### config.mk
export PLATFORM = sky130hd
export DESIGN_NAME = mem_arbiter_flat
export DESIGN_NICKNAME = d
export VERILOG_FILES = /design/src/rtl/mem_arbiter_if.sv /design/src/rtl/mem_arbiter.sv /design/src/flat_wrapper.sv
export SDC_FILE = /design/constraint.sdc
export NUM_CORES = 1
export LEC_CHECK = 0
export ABC_AREA = 1
export ABC_CLOCK_PERIOD_IN_PS = 2680
export CORE_MARGIN = 2
export CORE_UTILIZATION = 52
export CTS_BUF_LIST = sky130_fd_sc_hd__clkbuf_2
export DETAILED_ROUTE_END_ITERATION = 8
export PLACE_DENSITY = 0.88
export SYNTH_ARGS = -nofsm -noshare
export SYNTH_HDL_FRONTEND = slang
export SYNTH_SLANG_ARGS = --single-unit
### constraint.sdc
create_clock -name clk -period 2.68 [get_ports clk]
set_clock_uncertainty 0.15 [all_clocks]
set_input_delay 0.536 -clock clk [delete_from_list [all_inputs] [get_ports clk]]
set_output_delay 0.536 -clock clk [all_outputs]
set_load 0.02 [all_outputs]
### src/rtl/mem_arbiter_if.sv
// Core-side instruction/data ports and backing-memory port of the memory arbiter.
// slave: the arbiter's view. master: the core/memory environment's view.
interface mem_arbiter_if;
    logic [31:0] i_addr;
    logic        i_rd;
    logic [2:0]  i_trd;
    logic [31:0] i_rd_data;
    logic        i_miss;
    logic        i_segfault;

    logic [31:0] d_addr;
    logic [31:0] d_wr_data;
    logic        d_rd;
    logic        d_wr;
    logic [2:0]  d_trd;
    logic [31:0] d_rd_data;
    logic        d_miss;
    logic        d_segfault;

    logic [31:0] mem_addr;
    logic [31:0] mem_wr_data;
    logic        mem_rd;
    logic        mem_wr;
    logic [31:0] mem_rd_data;
    logic        mem_ready;
    logic        mem_err;

    modport slave (
        input  i_addr, i_rd, i_trd,
        input  d_addr, d_wr_data, d_rd, d_wr, d_trd,
        input  mem_rd_data, mem_ready, mem_err,
        output i_rd_data, i_miss, i_segfault,
        output d_rd_data, d_miss, d_segfault,
        output mem_addr, mem_wr_data, mem_rd, mem_wr
    );

    modport master (
        output i_addr, i_rd, i_trd,
        output d_addr, d_wr_data, d_rd, d_wr, d_trd,
        output mem_rd_data, mem_ready, mem_err,
        input  i_rd_data, i_miss, i_segfault,
        input  d_rd_data, d_miss, d_segfault,
        input  mem_addr, mem_wr_data, mem_rd, mem_wr
    );
endinterface

### src/rtl/mem_arbiter.sv
// Shares one single-ported backing memory between the I-fetch and data ports.
// Each side owns a fill buffer; misses are retried by the core while the buffer fills.
module mem_arbiter #(
    parameter int unsigned HOLD_CYC = 16
) (
    input  logic          clk,
    input  logic          rst_n,
    mem_arbiter_if.slave  bus
);
    localparam int unsigned HW = (HOLD_CYC < 1) ? 1 : $clog2(HOLD_CYC + 1);
    localparam logic [HW-1:0] HOLD_MAX = HW'(HOLD_CYC);

    typedef enum logic [1:0] {B_EMPTY, B_PEND, B_INFLT, B_DONE} bstate_t;
    typedef enum logic {F_IDLE, F_BUSY} fstate_t;

    typedef struct packed {
        bstate_t        st;
        logic [31:0]    addr;
        logic [2:0]     trd;
        logic [31:0]    wdata;
        logic           is_wr;
        logic [31:0]    data;
        logic           err;
        logic [HW-1:0]  hold;
    } fill_t;

    // index 0 = instruction side, 1 = data side
    fill_t       fb_q [2];
    fstate_t     fsm_q;
    logic        last_grant_q;
    logic        gnt_q;
    logic [31:0] mem_addr_q;
    logic [31:0] mem_wr_data_q;
    logic        mem_rd_q;
    logic        mem_wr_q;

    logic [1:0]  req;
    logic [1:0]  wr_req;
    logic [1:0]  fault;
    logic [1:0]  hit;
    logic [1:0]  miss;
    logic [1:0]  seg;
    logic [1:0]  capture;
    logic [1:0]  pend;
    logic        gnt_side;
    logic [31:0] addr  [2];
    logic [31:0] wdata [2];
    logic [31:0] rdata [2];
    logic [2:0]  trd   [2];

    // Same-cycle response decode from buffer state and current requests
    always_comb begin
        req      = {bus.d_rd | bus.d_wr, bus.i_rd};
        wr_req   = {bus.d_wr, 1'b0};
        addr[0]  = bus.i_addr;
        addr[1]  = bus.d_addr;
        trd[0]   = bus.i_trd;
        trd[1]   = bus.d_trd;
        wdata[0] = '0;
        wdata[1] = bus.d_wr ? bus.d_wr_data : '0;
        fault[0] = bus.i_rd && (bus.i_addr[1:0] != 2'b00);
        fault[1] = req[1] && ((bus.d_addr[1:0] != 2'b00) || (bus.d_rd && bus.d_wr));
        hit      = '0;
        miss     = '0;
        seg      = '0;
        capture  = '0;
        rdata[0] = '0;
        rdata[1] = '0;
        for (int s = 0; s < 2; s++) begin
            hit[s]     = req[s] && !fault[s] && (fb_q[s].st == B_DONE) &&
                         (fb_q[s].addr == addr[s]) && (fb_q[s].trd == trd[s]) &&
                         (fb_q[s].is_wr == wr_req[s]);
            miss[s]    = req[s] && !fault[s] && !hit[s];
            seg[s]     = fault[s] || (hit[s] && fb_q[s].err);
            rdata[s]   = (hit[s] && !fb_q[s].is_wr) ? fb_q[s].data : '0;
            // A completed but unclaimed entry may only be stolen once its hold time expires
            capture[s] = miss[s] && ((fb_q[s].st == B_EMPTY) ||
                         ((fb_q[s].st == B_DONE) && (fb_q[s].hold >= HOLD_MAX)));
        end
        pend     = {fb_q[1].st == B_PEND, fb_q[0].st == B_PEND};
        gnt_side = (&pend) ? ~last_grant_q : pend[1];
    end

    // Fill buffers and backing-memory request FSM
    always_ff @(posedge clk or negedge rst_n) begin
        if (!rst_n) begin
            for (int s = 0; s < 2; s++) fb_q[s] <= '0;
            fsm_q         <= F_IDLE;
            last_grant_q  <= 1'b1;
            gnt_q         <= 1'b0;
            mem_addr_q    <= '0;
            mem_wr_data_q <= '0;
            mem_rd_q      <= 1'b0;
            mem_wr_q      <= 1'b0;
        end else begin
            for (int s = 0; s < 2; s++) begin
                if (hit[s]) begin
                    fb_q[s].st   <= B_EMPTY;
                    fb_q[s].hold <= '0;
                end else if (capture[s]) begin
                    fb_q[s].st    <= B_PEND;
                    fb_q[s].addr  <= addr[s];
                    fb_q[s].trd   <= trd[s];
                    fb_q[s].wdata <= wdata[s];
                    fb_q[s].is_wr <= wr_req[s];
                    fb_q[s].hold  <= '0;
                end else if ((fb_q[s].st == B_DONE) && (fb_q[s].hold < HOLD_MAX)) begin
                    fb_q[s].hold <= fb_q[s].hold + 1'b1;
                end
            end

            case (fsm_q)
                F_IDLE: begin
                    if (|pend) begin
                        mem_addr_q          <= fb_q[gnt_side].addr;
                        mem_wr_data_q       <= fb_q[gnt_side].wdata;
                        mem_rd_q            <= !fb_q[gnt_side].is_wr;
                        mem_wr_q            <= fb_q[gnt_side].is_wr;
                        fb_q[gnt_side].st   <= B_INFLT;
                        last_grant_q        <= gnt_side;
                        gnt_q               <= gnt_side;
                        fsm_q               <= F_BUSY;
                    end
                end
                F_BUSY: begin
                    if (bus.mem_ready) begin
                        fb_q[gnt_q].data <= fb_q[gnt_q].is_wr ? '0 : bus.mem_rd_data;
                        fb_q[gnt_q].err  <= bus.mem_err;
                        fb_q[gnt_q].st   <= B_DONE;
                        fb_q[gnt_q].hold <= '0;
                        mem_rd_q         <= 1'b0;
                        mem_wr_q         <= 1'b0;
                        fsm_q            <= F_IDLE;
                    end
                end
                default: fsm_q <= F_IDLE;
            endcase
        end
    end

    assign bus.i_rd_data   = rdata[0];
    assign bus.i_miss      = miss[0];
    assign bus.i_segfault  = seg[0];
    assign bus.d_rd_data   = rdata[1];
    assign bus.d_miss      = miss[1];
    assign bus.d_segfault  = seg[1];
    assign bus.mem_addr    = mem_addr_q;
    assign bus.mem_wr_data = mem_wr_data_q;
    assign bus.mem_rd      = mem_rd_q;
    assign bus.mem_wr      = mem_wr_q;
endmodule

### src/flat_wrapper.sv
// flat-port wrapper written by rule: the top's interface ports become plain ports
module mem_arbiter_flat 
#(
    parameter int unsigned HOLD_CYC = 16
)
  (clk, rst_n, bus_i_addr, bus_i_rd, bus_i_trd, bus_d_addr, bus_d_wr_data, bus_d_rd, bus_d_wr, bus_d_trd, bus_mem_rd_data, bus_mem_ready, bus_mem_err, bus_i_rd_data, bus_i_miss, bus_i_segfault, bus_d_rd_data, bus_d_miss, bus_d_segfault, bus_mem_addr, bus_mem_wr_data, bus_mem_rd, bus_mem_wr);
  mem_arbiter_if bus_i ();
  input  logic clk;
  input  logic rst_n;
  input wire logic [$bits(bus_i.i_addr)-1:0] bus_i_addr;
  input wire logic [$bits(bus_i.i_rd)-1:0] bus_i_rd;
  input wire logic [$bits(bus_i.i_trd)-1:0] bus_i_trd;
  input wire logic [$bits(bus_i.d_addr)-1:0] bus_d_addr;
  input wire logic [$bits(bus_i.d_wr_data)-1:0] bus_d_wr_data;
  input wire logic [$bits(bus_i.d_rd)-1:0] bus_d_rd;
  input wire logic [$bits(bus_i.d_wr)-1:0] bus_d_wr;
  input wire logic [$bits(bus_i.d_trd)-1:0] bus_d_trd;
  input wire logic [$bits(bus_i.mem_rd_data)-1:0] bus_mem_rd_data;
  input wire logic [$bits(bus_i.mem_ready)-1:0] bus_mem_ready;
  input wire logic [$bits(bus_i.mem_err)-1:0] bus_mem_err;
  output wire logic [$bits(bus_i.i_rd_data)-1:0] bus_i_rd_data;
  output wire logic [$bits(bus_i.i_miss)-1:0] bus_i_miss;
  output wire logic [$bits(bus_i.i_segfault)-1:0] bus_i_segfault;
  output wire logic [$bits(bus_i.d_rd_data)-1:0] bus_d_rd_data;
  output wire logic [$bits(bus_i.d_miss)-1:0] bus_d_miss;
  output wire logic [$bits(bus_i.d_segfault)-1:0] bus_d_segfault;
  output wire logic [$bits(bus_i.mem_addr)-1:0] bus_mem_addr;
  output wire logic [$bits(bus_i.mem_wr_data)-1:0] bus_mem_wr_data;
  output wire logic [$bits(bus_i.mem_rd)-1:0] bus_mem_rd;
  output wire logic [$bits(bus_i.mem_wr)-1:0] bus_mem_wr;
  assign bus_i.i_addr = bus_i_addr;
  assign bus_i.i_rd = bus_i_rd;
  assign bus_i.i_trd = bus_i_trd;
  assign bus_i.d_addr = bus_d_addr;
  assign bus_i.d_wr_data = bus_d_wr_data;
  assign bus_i.d_rd = bus_d_rd;
  assign bus_i.d_wr = bus_d_wr;
  assign bus_i.d_trd = bus_d_trd;
  assign bus_i.mem_rd_data = bus_mem_rd_data;
  assign bus_i.mem_ready = bus_mem_ready;
  assign bus_i.mem_err = bus_mem_err;
  assign bus_i_rd_data = bus_i.i_rd_data;
  assign bus_i_miss = bus_i.i_miss;
  assign bus_i_segfault = bus_i.i_segfault;
  assign bus_d_rd_data = bus_i.d_rd_data;
  assign bus_d_miss = bus_i.d_miss;
  assign bus_d_segfault = bus_i.d_segfault;
  assign bus_mem_addr = bus_i.mem_addr;
  assign bus_mem_wr_data = bus_i.mem_wr_data;
  assign bus_mem_rd = bus_i.mem_rd;
  assign bus_mem_wr = bus_i.mem_wr;
  mem_arbiter #(.HOLD_CYC(HOLD_CYC)) u_core (.clk(clk), .rst_n(rst_n), .bus(bus_i));
endmodule
* After elaboration in Yosys (flattened, before gate mapping)
Index checks and enable logic that the tools add are counted.
Word-level totals: bits in registers 285, input port bits 141, output and inout port bits 134, word-level logic and storage cells 146
Cells by class: add/subtract/negate cells 2, order comparisons 8, equal/unequal tests 11, mux-type cells 49, bitwise operators 6, reduce and logical (&&, ||, !) cells 47
Operators by type and width (number):
- $bwmux 216 | 5
- $demux 108 s1 | 5
- $mux 216 | 2
- $pmux 216 s2 | 1
- $mux 106 | 3
- $mux 108 | 2
- $mux 70 | 2
- $mux 68 | 2
- $mux 32 | 4
- $mux 39 | 3
- $eq 32x32->1 | 2
- $mux 38 | 1
- $mux 5 | 7
- $logic_and 1x1->1 | 27
- $add 5x1->5 const B | 2
- $ge 5x5->1 const B | 2
- $lt 5x5->1 const B | 2
- $logic_not 1->1 | 7
- $eq 3x3->1 | 2
- $mux 1 | 6
- $mux 6 | 1
- $pmux 1 s2 | 3
- $reduce_and 2->1 | 3
- $logic_or 1x1->1 | 5
- other kinds (14) | 24

* Longest topological paths before layout
Gate-level depths: netlist of run 1.
depth in word-level cells 20, gate-level depth with buffers 15, mapped depth without buffers 13

* Worst setup path after synthesis of run 1
No wires, ideal clock.
path type input-to-output, from input port bus_d_wr, to output port bus_d_rd_data[0], arrival time 1.867 ns, required time 1.994 ns, path slack 0.127 ns, stages on the path 9, buffers on the path 2, cells stage by stage buf_2 inv_2 o21ai_2 a21oi_2 nand2_1 nor2_2 nand4_1 clkbuf_1 nor2_1
On the way: longest elaborated chain between the ends 11, elaborated cells on any way between the ends 13, those cells by class 1 x eq/ne; 1 x mux; 1 x bitwise; 10 x reduce/logical
Ends and longest elaborated chain:
- from (decl) | line flat_wrapper.sv:16 | input wire logic [$bits(bus_i.d_wr)-1:0] bus_d_wr;
- $logic_and 1x1->1 | line mem_arbiter.sv:62 | fault[1] = req[1] && ((bus.d_addr[1:0] != 2'b00) || (bus.d_rd && bus.d_wr));
- $logic_or 1x1->1 | line mem_arbiter.sv:62
- $logic_and 1x1->1 | line mem_arbiter.sv:62
- $logic_not 1->1 | line mem_arbiter.sv:70 | hit[s] = req[s] && !fault[s] && (fb_q[s].st == B_DONE) &&
- $logic_and 1x1->1 (3 in a row) | line mem_arbiter.sv:70
- $logic_and 1x1->1 | line mem_arbiter.sv:71 | (fb_q[s].addr == addr[s]) && (fb_q[s].trd == trd[s]) &&
- $logic_and 1x1->1 (*) | line mem_arbiter.sv:71
- $logic_and 1x1->1 (*) | line mem_arbiter.sv:75 | rdata[s] = (hit[s] && !fb_q[s].is_wr) ? fb_q[s].data : '0;
- $mux 32 (*) | line mem_arbiter.sv:75
- to (decl) | line flat_wrapper.sv:24 | output wire logic [$bits(bus_i.d_rd_data)-1:0] bus_d_rd_data;
Every way passes the cells marked *; elsewhere a longest branch is shown, timed or not.

* Worst setup path in the final report of run 1
from register u_core.fb_q[38] (netlist name), to output port bus_d_rd_data[16]
On the way: longest elaborated chain between the ends 4, elaborated cells on any way between the ends 5, those cells by class 1 x eq/ne; 1 x mux; 3 x reduce/logical
Ends and longest elaborated chain:
- from (decl) | line mem_arbiter.sv:28 | fill_t fb_q [2];
- $eq 1x1->1 | line mem_arbiter.sv:72 | (fb_q[s].is_wr == wr_req[s]);
- $logic_and 1x1->1 | line mem_arbiter.sv:71
- $logic_and 1x1->1 (*) | line mem_arbiter.sv:75
- $mux 32 (*) | line mem_arbiter.sv:75
Marks and branches as above.

==> metrics.md, run 1 <==
| Metric | Value |
|---|---|
| Outcome | finished, violations left |
| Failing checks | negative setup slack |
| Pwr per Cell Area | 686.1 mW/mm2 |
| Final HPWL from detailed placement | 24110 um |
| Top FF cell, synth | dfrtp_1 |
| Initial Util | 53.45% |
| CP max FO | 32 |
| Final setup violation count | 68 |
| Syn_nets | 1592 |
| Distinct cell type count after synthesis | 32 |
| Final ANT Viol Nets | 0 |
| Clk slew on worst S/H paths | 0.11 ns |
| Worst Path Arrival | 2.62 ns |
| CP Launch Type | register |
| Horiz. Die Dim | 154.2 um |
| Largest family of logic cells by synthesized area | simple AND/OR/NAND/NOR gates |
| Share of flip-flops with an asynchronous set or reset | 100.0% |
| Max Clk Rate | 0.3025 GHz |
| Min cycle time layout | 3.306 ns |
| Delay-heaviest family, CP | simple AND/OR/NAND/NOR gates |
| Longest Clk Path Bufs | 3 |
| Drt pass-1 iters | 5 |
| Final Hold Vio Count | 0 |
| Mapped Cells | 1449 |
| WL/cell | 16.26 um |
| Final period util | 123.3% |
| DR vias | 11290 |
| Top cell type's share of synthesized area | 53.51% |
| Crit path depth | 9 |
| Worst IR drop on VDD | 0.4280 mV |
| Vias in the first global route | 11180 |
| Worst skew pair latency | 0.81 ns |
| CTS root buffer | clkbuf_2 |
| Critical path, cell by cell | xnor2_2 > nand2_1 > nor2_1 > nand2_1 > nor2_4 > nand4_1 > buf_12 > nor2_1 > buf_4 |
| HP Class | input pin to asynchronous set/reset pin |
| Die Height | 154.2 um |
| IO Pins | 275 |
| DR DRC count | 0 |
| YS warnings | 0 |
| RSZ-0062 raised after global routing | yes |
| Max Slew Vio Count | 0 |
| Slew HR | 35.10% |
| Hold slack | 0.1235 ns |
| R2R depth | 13 |
| First-pass GRT wire length | 55410 um |
| Number of synthesized register bits | 252 |
| Xor and xnor fraction of the mapped netlist area | 2.910% |
| CTS tree | done |
| Crit path buf inv count | 2 |
| Antenna cells | 0 |
| Share of layout cells above drive strength 1 | 21.18% |
| Critical path class | register to primary output |
| Register area share after synthesis | 53.74% |
| Synthesized area per cell | 8.100 um2 |
| Total GRT Usage | 29.06% |
| Initial drt markers | 824 |
| Die Area | 0.02379 mm2 |
| Setup ws final | -0.6258 ns |
| Port Buffers | 274 |
| Biggest area consumer among synthesized cells | dfrtp_1 |
| CTS Buf Count | 67 |
| Initial antenna violation count | 0 |
| Crit. End Element | primary output |
| Clock tree sinks | 252 |
| Worst-margin pin slew | 0.9675 ns |
| Post-synth EDFFs | 0 |
| Post-synthesis simple-gate area fraction | 23.27% |
| H-tree depth | 3 |
| CP peak stage delay | 0.42 ns |
| Compound-gate portion of the synthesized area | 11.12% |
| GP Congestion | 0.8945 |
| Required @ worst endpoint | 1.99 ns |
| Leak Pwr | 8.215 nW |
| Max Cap Viol | 0 |
| Synth Area in Adders | 0.2132% |
| Largest net degree at the start of global routing | 77 |
| Synth top cells by count | nand2_1 (424), dfrtp_1 (251), inv_1 (170) |
| Total gr overflow | 0 |
| Non-Filler Instances | 2164 |
| Placed insts | 2039 |
| Area grow syn2layout | 40.37% |
| DR vias/cell | 5.216 |
| Synth top area cells | dfrtp_1 (54%), nand2_1 (14%), o21ai_0 (5.5%), inv_1 (5.4%), nor2_1 (4.6%) |
| Critical-path top delay cell | dfrtp_1 |
| Library cell with the highest instance count after synthesis | nand2_1 |
| # nets final | 1982 |
| Cell Area, Synth | 0.01174 mm2 |
| Cell Rows | 54 |
| Drt total wl | 35190 um |
| CORE AREA | 0.02196 mm2 |
| Mux share of post-synthesis cell area | 0.1706% |
## cell type report
class	count	area, um2
Sequential cell	252	6307
Clock inverter	17	143.9
Clock buffer	97	485.5
Fill cell	1493	5483
Inverter	173	649.4
Tap cell	280	350.3
Timing Repair Buffer	393	3814
Multi-Input combinational cell	952	4726
## logic make-up (layout without fill, tap and decap cells)
family | after synthesis | in the layout
xor+xnor | 39 | 39
mux | 2 | 2
flops | 252 | 252
fa+ha+maj | 2 | 2
compound gates | 234 | 234
buf+inv | 245 | 680
simple gates | 675 | 675
## cell usage in the layout, fill, tap and decap left out, types with 13 or more instances in the layout
cell / synthesis / layout
a21oi_1: 66 / 66
inv_1: 170 / 169
o21ai_2: 31 / 32
clkbuf_2: 0 / 97
nor2_2: 2 / 15
clkinv_1: 1 / 13
buf_6: 2 / 40
clkdlybuf4s50_1: 0 / 205
xnor2_1: 32 / 29
o21ai_0: 130 / 128
nor2_1: 144 / 104
dfrtp_1: 251 / 251
nand3_1: 73 / 72
nand2_2: 19 / 20
nand2_1: 424 / 422
nor2_4: 0 / 27
buf_4: 1 / 132
## per-stage QoR
| step | instance area, um2 | util, % | setup TNS (ns) | setup slack [ns] | power (mW) |
|---|---|---|---|---|---|
| after floorplan | 11740 | - | 0 | 0.1266 | 6.651 |
| final | 16480 | 75.03 | -37.61 | -0.6258 | 11.30 |
| after global routing | 16480 | 75.03 | -47.65 | -0.7424 | 11.94 |
| after global placement | 15450 | 70.35 | -88.64 | -1.080 | 8.154 |
| after detailed placement | 15450 | 70.35 | -101.19 | -1.224 | 8.318 |
| after CTS | 16130 | 73.46 | -41.88 | -0.6670 | 11.19 |
## flip-flops by register name, indices dropped and copies added (netlist names)
register	count
u_core.last_grant_q	1
u_core.fsm_q	1
u_core.fb_q	183
u_core.gnt_q	1
u_core.bus.mem_wr	1
u_core.bus.mem_addr	32
u_core.bus.mem_rd	1
u_core.bus.mem_wr_data	32
## routing by layer
metal	wire length (um)	global-route usage (%)	up-vias	share of wire, %
li1	-	-	5315	-
met1	14330	38.31	5343	41
met2	16460	45.72	524	47
met3	2947	7.621	106	8.4
met4	1454	12.77	0	4.1
met5	0	0	-	0
## worst paths after layout
kind	from	end	slack, ns
min in group clk	bus_i_addr[12]	u_core.fb_q[194]	0.13
max in group asynchronous	rst_n	u_core.fb_q[38]	1.44
worst min register to register	u_core.last_grant_q	u_core.last_grant_q	0.32
worst min-delay path	rst_n	u_core.fb_q[198]	0.12
worst max register to register	u_core.fb_q[38]	u_core.fb_q[101]	0.19
worst max-delay path	u_core.fb_q[38]	bus_d_rd_data[16]	-0.63
## what timing repair did
action	4_1_cts	5_1_grt
gates resized for setup	361	95
gates cloned	2	0
buffers inserted	5	4
endpoints found under the hold margin	100	0
setup endpoints to repair	68	68
hold buffers	1	0
pin swaps	2	10
## report_power, final
group / internal [mW] / total, mW / switching [mW] / leakage, nW
clock network: 1.25 / 2.84 / 1.59 / 0.472
logic: 1.50 / 3.45 / 1.94 / 4.61
registers: 4.56 / 5.02 / 0.457 / 3.13
Power figures use the tool's default switching activity.
==> inputs of run 2 (changes only) <==
--- a/config.mk
+++ b/config.mk
@@ -6,12 +6,13 @@
 export NUM_CORES = 1
 export LEC_CHECK = 0
 export ABC_AREA = 1
-export ABC_CLOCK_PERIOD_IN_PS = 2680
+export ABC_CLOCK_PERIOD_IN_PS = 2930
 export CORE_MARGIN = 2
-export CORE_UTILIZATION = 52
+export CORE_UTILIZATION = 47
 export CTS_BUF_LIST = sky130_fd_sc_hd__clkbuf_2
 export DETAILED_ROUTE_END_ITERATION = 8
-export PLACE_DENSITY = 0.88
+export PLACE_DENSITY = 0.84
+export REMOVE_ABC_BUFFERS = 1
 export SYNTH_ARGS = -nofsm -noshare
 export SYNTH_HDL_FRONTEND = slang
 export SYNTH_SLANG_ARGS = --single-unit
==> constraint.sdc (replaced) <==
create_clock -name clk -period 2.93 [get_ports clk]
set_clock_uncertainty 0.15 [all_clocks]
set_input_delay 0.586 -clock clk [delete_from_list [all_inputs] [get_ports clk]]
set_output_delay 0.586 -clock clk [all_outputs]
set_load 0.02 [all_outputs]
==> run 2 against run 1 <==
Compared with the run above: the flow still finishes with violations (negative setup slack); routed wire length rose by 8.1%; combinational power fell by 12%; sequential power fell by 7.4%; die area rose by 10%; power fell by 9.5%; clock-buffer cell count fell by 1; global-route usage fell by 2.6 points; register-to-register slack improved by 0.06 ns; critical endpoint is now bus_d_rd_data[4]; largest cell class unchanged; largest power group unchanged.
==> metrics.md, run 2 (synthesis results as in run 1) <==
| Metric | Value |
|---|---|
| Outcome | finished, violations left |
| Failing checks | negative setup slack |
| Longest Clk Path Bufs | 3 |
| Critical path, cell by cell | xnor2_1 > nand2_1 > nor2_2 > nand2_1 > nor2_2 > nand4_1 > buf_4 > nor2_1 > buf_4 |
| Horiz. Die Dim | 162.0 um |
| Final period util | 119.0% |
| Non-Filler Instances | 2193 |
| Max Cap Viol | 0 |
| Most common cell after layout, fill and taps aside | nand2_1 |
| CTS Buf Count | 67 |
| Worst IR drop on VDD | 0.3860 mV |
| Die Height | 162.0 um |
| DR vias | 11420 |
| Layout fillers | 1858 |
| Die Area | 0.02625 mm2 |
| Sequential share of power | 45.4% |
| WL/cell | 17.34 um |
| Setup ws final | -0.5559 ns |
| CORE AREA | 0.02439 mm2 |
| Port Buffers | 274 |
| Final setup violation count | 68 |
| DR vias/cell | 5.207 |
| Sw frac | 36.53% |
| Largest net degree at the start of global routing | 69 |
| Fin util | 68.65% |
| Clock power frac | 24.8% |
| CTS root buffer | clkbuf_2 |
| Final HPWL from detailed placement | 23870 um |
| Area of the multi-input gates | 0.004916 mm2 |
| Total gr overflow | 0 |
| Post-DP Area | 0.01530 mm2 |
| RSZ-0062 raised after global routing | yes |
| CTS tree | done |
| Biggest register | u_core.fb_q |
| Cell Rows | 57 |
| Vias in the first global route | 11350 |
| Final Hold Vio Count | 0 |
| Initial drt markers | 1052 |
| Worst skew pair latency | 0.84 ns |
| CP max FO | 16 |
| Slew HR | 58.48% |
| Setup TNS | -27.66 ns |
| GP Congestion | 0.8599 |
| HP Class | input pin to asynchronous set/reset pin |
| Drt pass-1 iters | 7 |
| Initial antenna violation count | 7 |
| Register area | 0.006307 mm2 |
| Leading cell types in the layout, fill and taps excluded | nand2_1 (421), dfrtp_1 (251), clkdlybuf4s50_1 (205) |
| Number of flip-flops in the largest register | 183 |
| Sw power | 3.738 mW |
| CP Launch Type | register |
| Clock tree sinks | 252 |
| Share of layout cells above drive strength 1 | 22.04% |
| Placed insts | 2051 |
| Leak Pwr | 8.140 nW |
| Final ANT Viol Nets | 0 |
| Crit. End Element | primary output |
| Critical path class | register to primary output |
| CP peak stage delay | 0.41 ns |
| Max Clk Rate | 0.2869 GHz |
| IO Pins | 275 |
| Initial Util | 48.12% |
| Dpl ws | -0.9139 ns |
| # nets final | 1963 |
| Drt total wl | 38020 um |
| Pwr per Cell Area | 611.0 mW/mm2 |
| Total GRT Usage | 26.51% |
| Worst-margin pin slew | 0.6163 ns |
| DR DRC count | 0 |
| Clk slew on worst S/H paths | 0.15 ns |
| Required @ worst endpoint | 2.19 ns |
| First-pass GRT wire length | 55710 um |
| Min cycle time layout | 3.486 ns |
| Area grow syn2layout | 42.65% |
| Int Power | 6.493 mW |
| Fin area | 0.01674 mm2 |
| Max Slew Vio Count | 0 |
| Logic pwr share | 29.7% |
| Worst Path Arrival | 2.75 ns |
| Critical-path top delay cell | dfrtp_1 |
| H-tree depth | 3 |
==> run 2: changes by cell type in the layout (fill, tap and decap cells not counted), moves of 3 or more <==
| cell | change |
|---|---|
| nor2_4 | +25 |
| nor2_1 | -30 |
| buf_6 | +26 |
| buf_12 | +5 |
| diode_2 | +4 |
| nor2_2 | +5 |
| buf_4 | -52 |
| inv_2 | +3 |
==> run 2: routing by layer <==
| metal | GRT usage [%] | vias to the layer above | wire (um) |
|---|---|---|---|
| met5 | 0 | - | 35 |
| met1 | 32.21 | 5441 | 14530 |
| met2 | 43.42 | 540 | 18270 |
| met4 | 14.00 | 6 | 1990 |
| met3 | 7.099 | 147 | 3199 |
| li1 | - | 5284 | - |
==> run 2: critical path, delay by kind of cell, from the launching register on <==
family,cells,cell delay [ns]
buf+inv,2,0.46
simple gates,6,0.92
xor+xnor,1,0.15
flops,1,0.41
==> run 2: worst paths after layout <==
kind / endpoint / slack (ns) / start / cells past startpoint
worst max-delay path: bus_d_rd_data[4] / -0.56 / u_core.fb_q[78] / 9
worst min-delay path: u_core.fb_q[6] / 0.11 / rst_n / 2
worst max register to register: u_core.fb_q[110] / 0.25 / u_core.fb_q[215] / 13
worst min register to register: u_core.last_grant_q / 0.34 / u_core.last_grant_q / 2
max in group asynchronous: u_core.fb_q[143] / 1.68 / rst_n / 3
min in group clk: u_core.fb_q[65] / 0.22 / bus_d_wr_data[26] / 3
==> run 2: power groups by stage <==
stage / Combinational, mW / Sequential, mW / Clock [mW]
after floorplan: 1.18 / 4.87 / 0
after global placement: 2.63 / 4.64 / 0
after detailed placement: 2.73 / 4.68 / 0
after CTS: 2.81 / 4.61 / 2.56
after global routing: 3.32 / 4.71 / 2.78
final: 3.04 / 4.65 / 2.54
==> run 2: metrics by stage <==
| step | hold slack [ns] | power [mW] |
|---|---|---|
| floorplan | 0.1404 | 6.055 |
| global placement | 0.3095 | 7.264 |
| detailed placement | 0.3184 | 7.406 |
| CTS | 0.1220 | 9.983 |
| global route | 0.1100 | 10.81 |
| finish | 0.1074 | 10.23 |
==> run 2: area by class of cell <==
| type | instances | area share (%) |
|---|---|---|
| flip-flops and latches | 252 | 37.67 |
| multi-input cells | 952 | 29.36 |
| repair buffers | 374 | 23.02 |
| inverters | 173 | 3.878 |
| clock buffers | 96 | 2.870 |
| well taps | 324 | 2.421 |
| clock inverters | 18 | 0.7249 |
| diodes | 4 | 0.05978 |
==> run 2: timing repair <==
| action | in CTS | in global routing |
|---|---|---|
| endpoints found under the hold margin | 191 | 0 |
| gates cloned | 2 | 3 |
| resized for setup | 429 | 121 |
| buffers inserted | 11 | 9 |
| hold buffers | 1 | 0 |
| setup endpoints to repair | 68 | 68 |
| pin swaps | 10 | 12 |
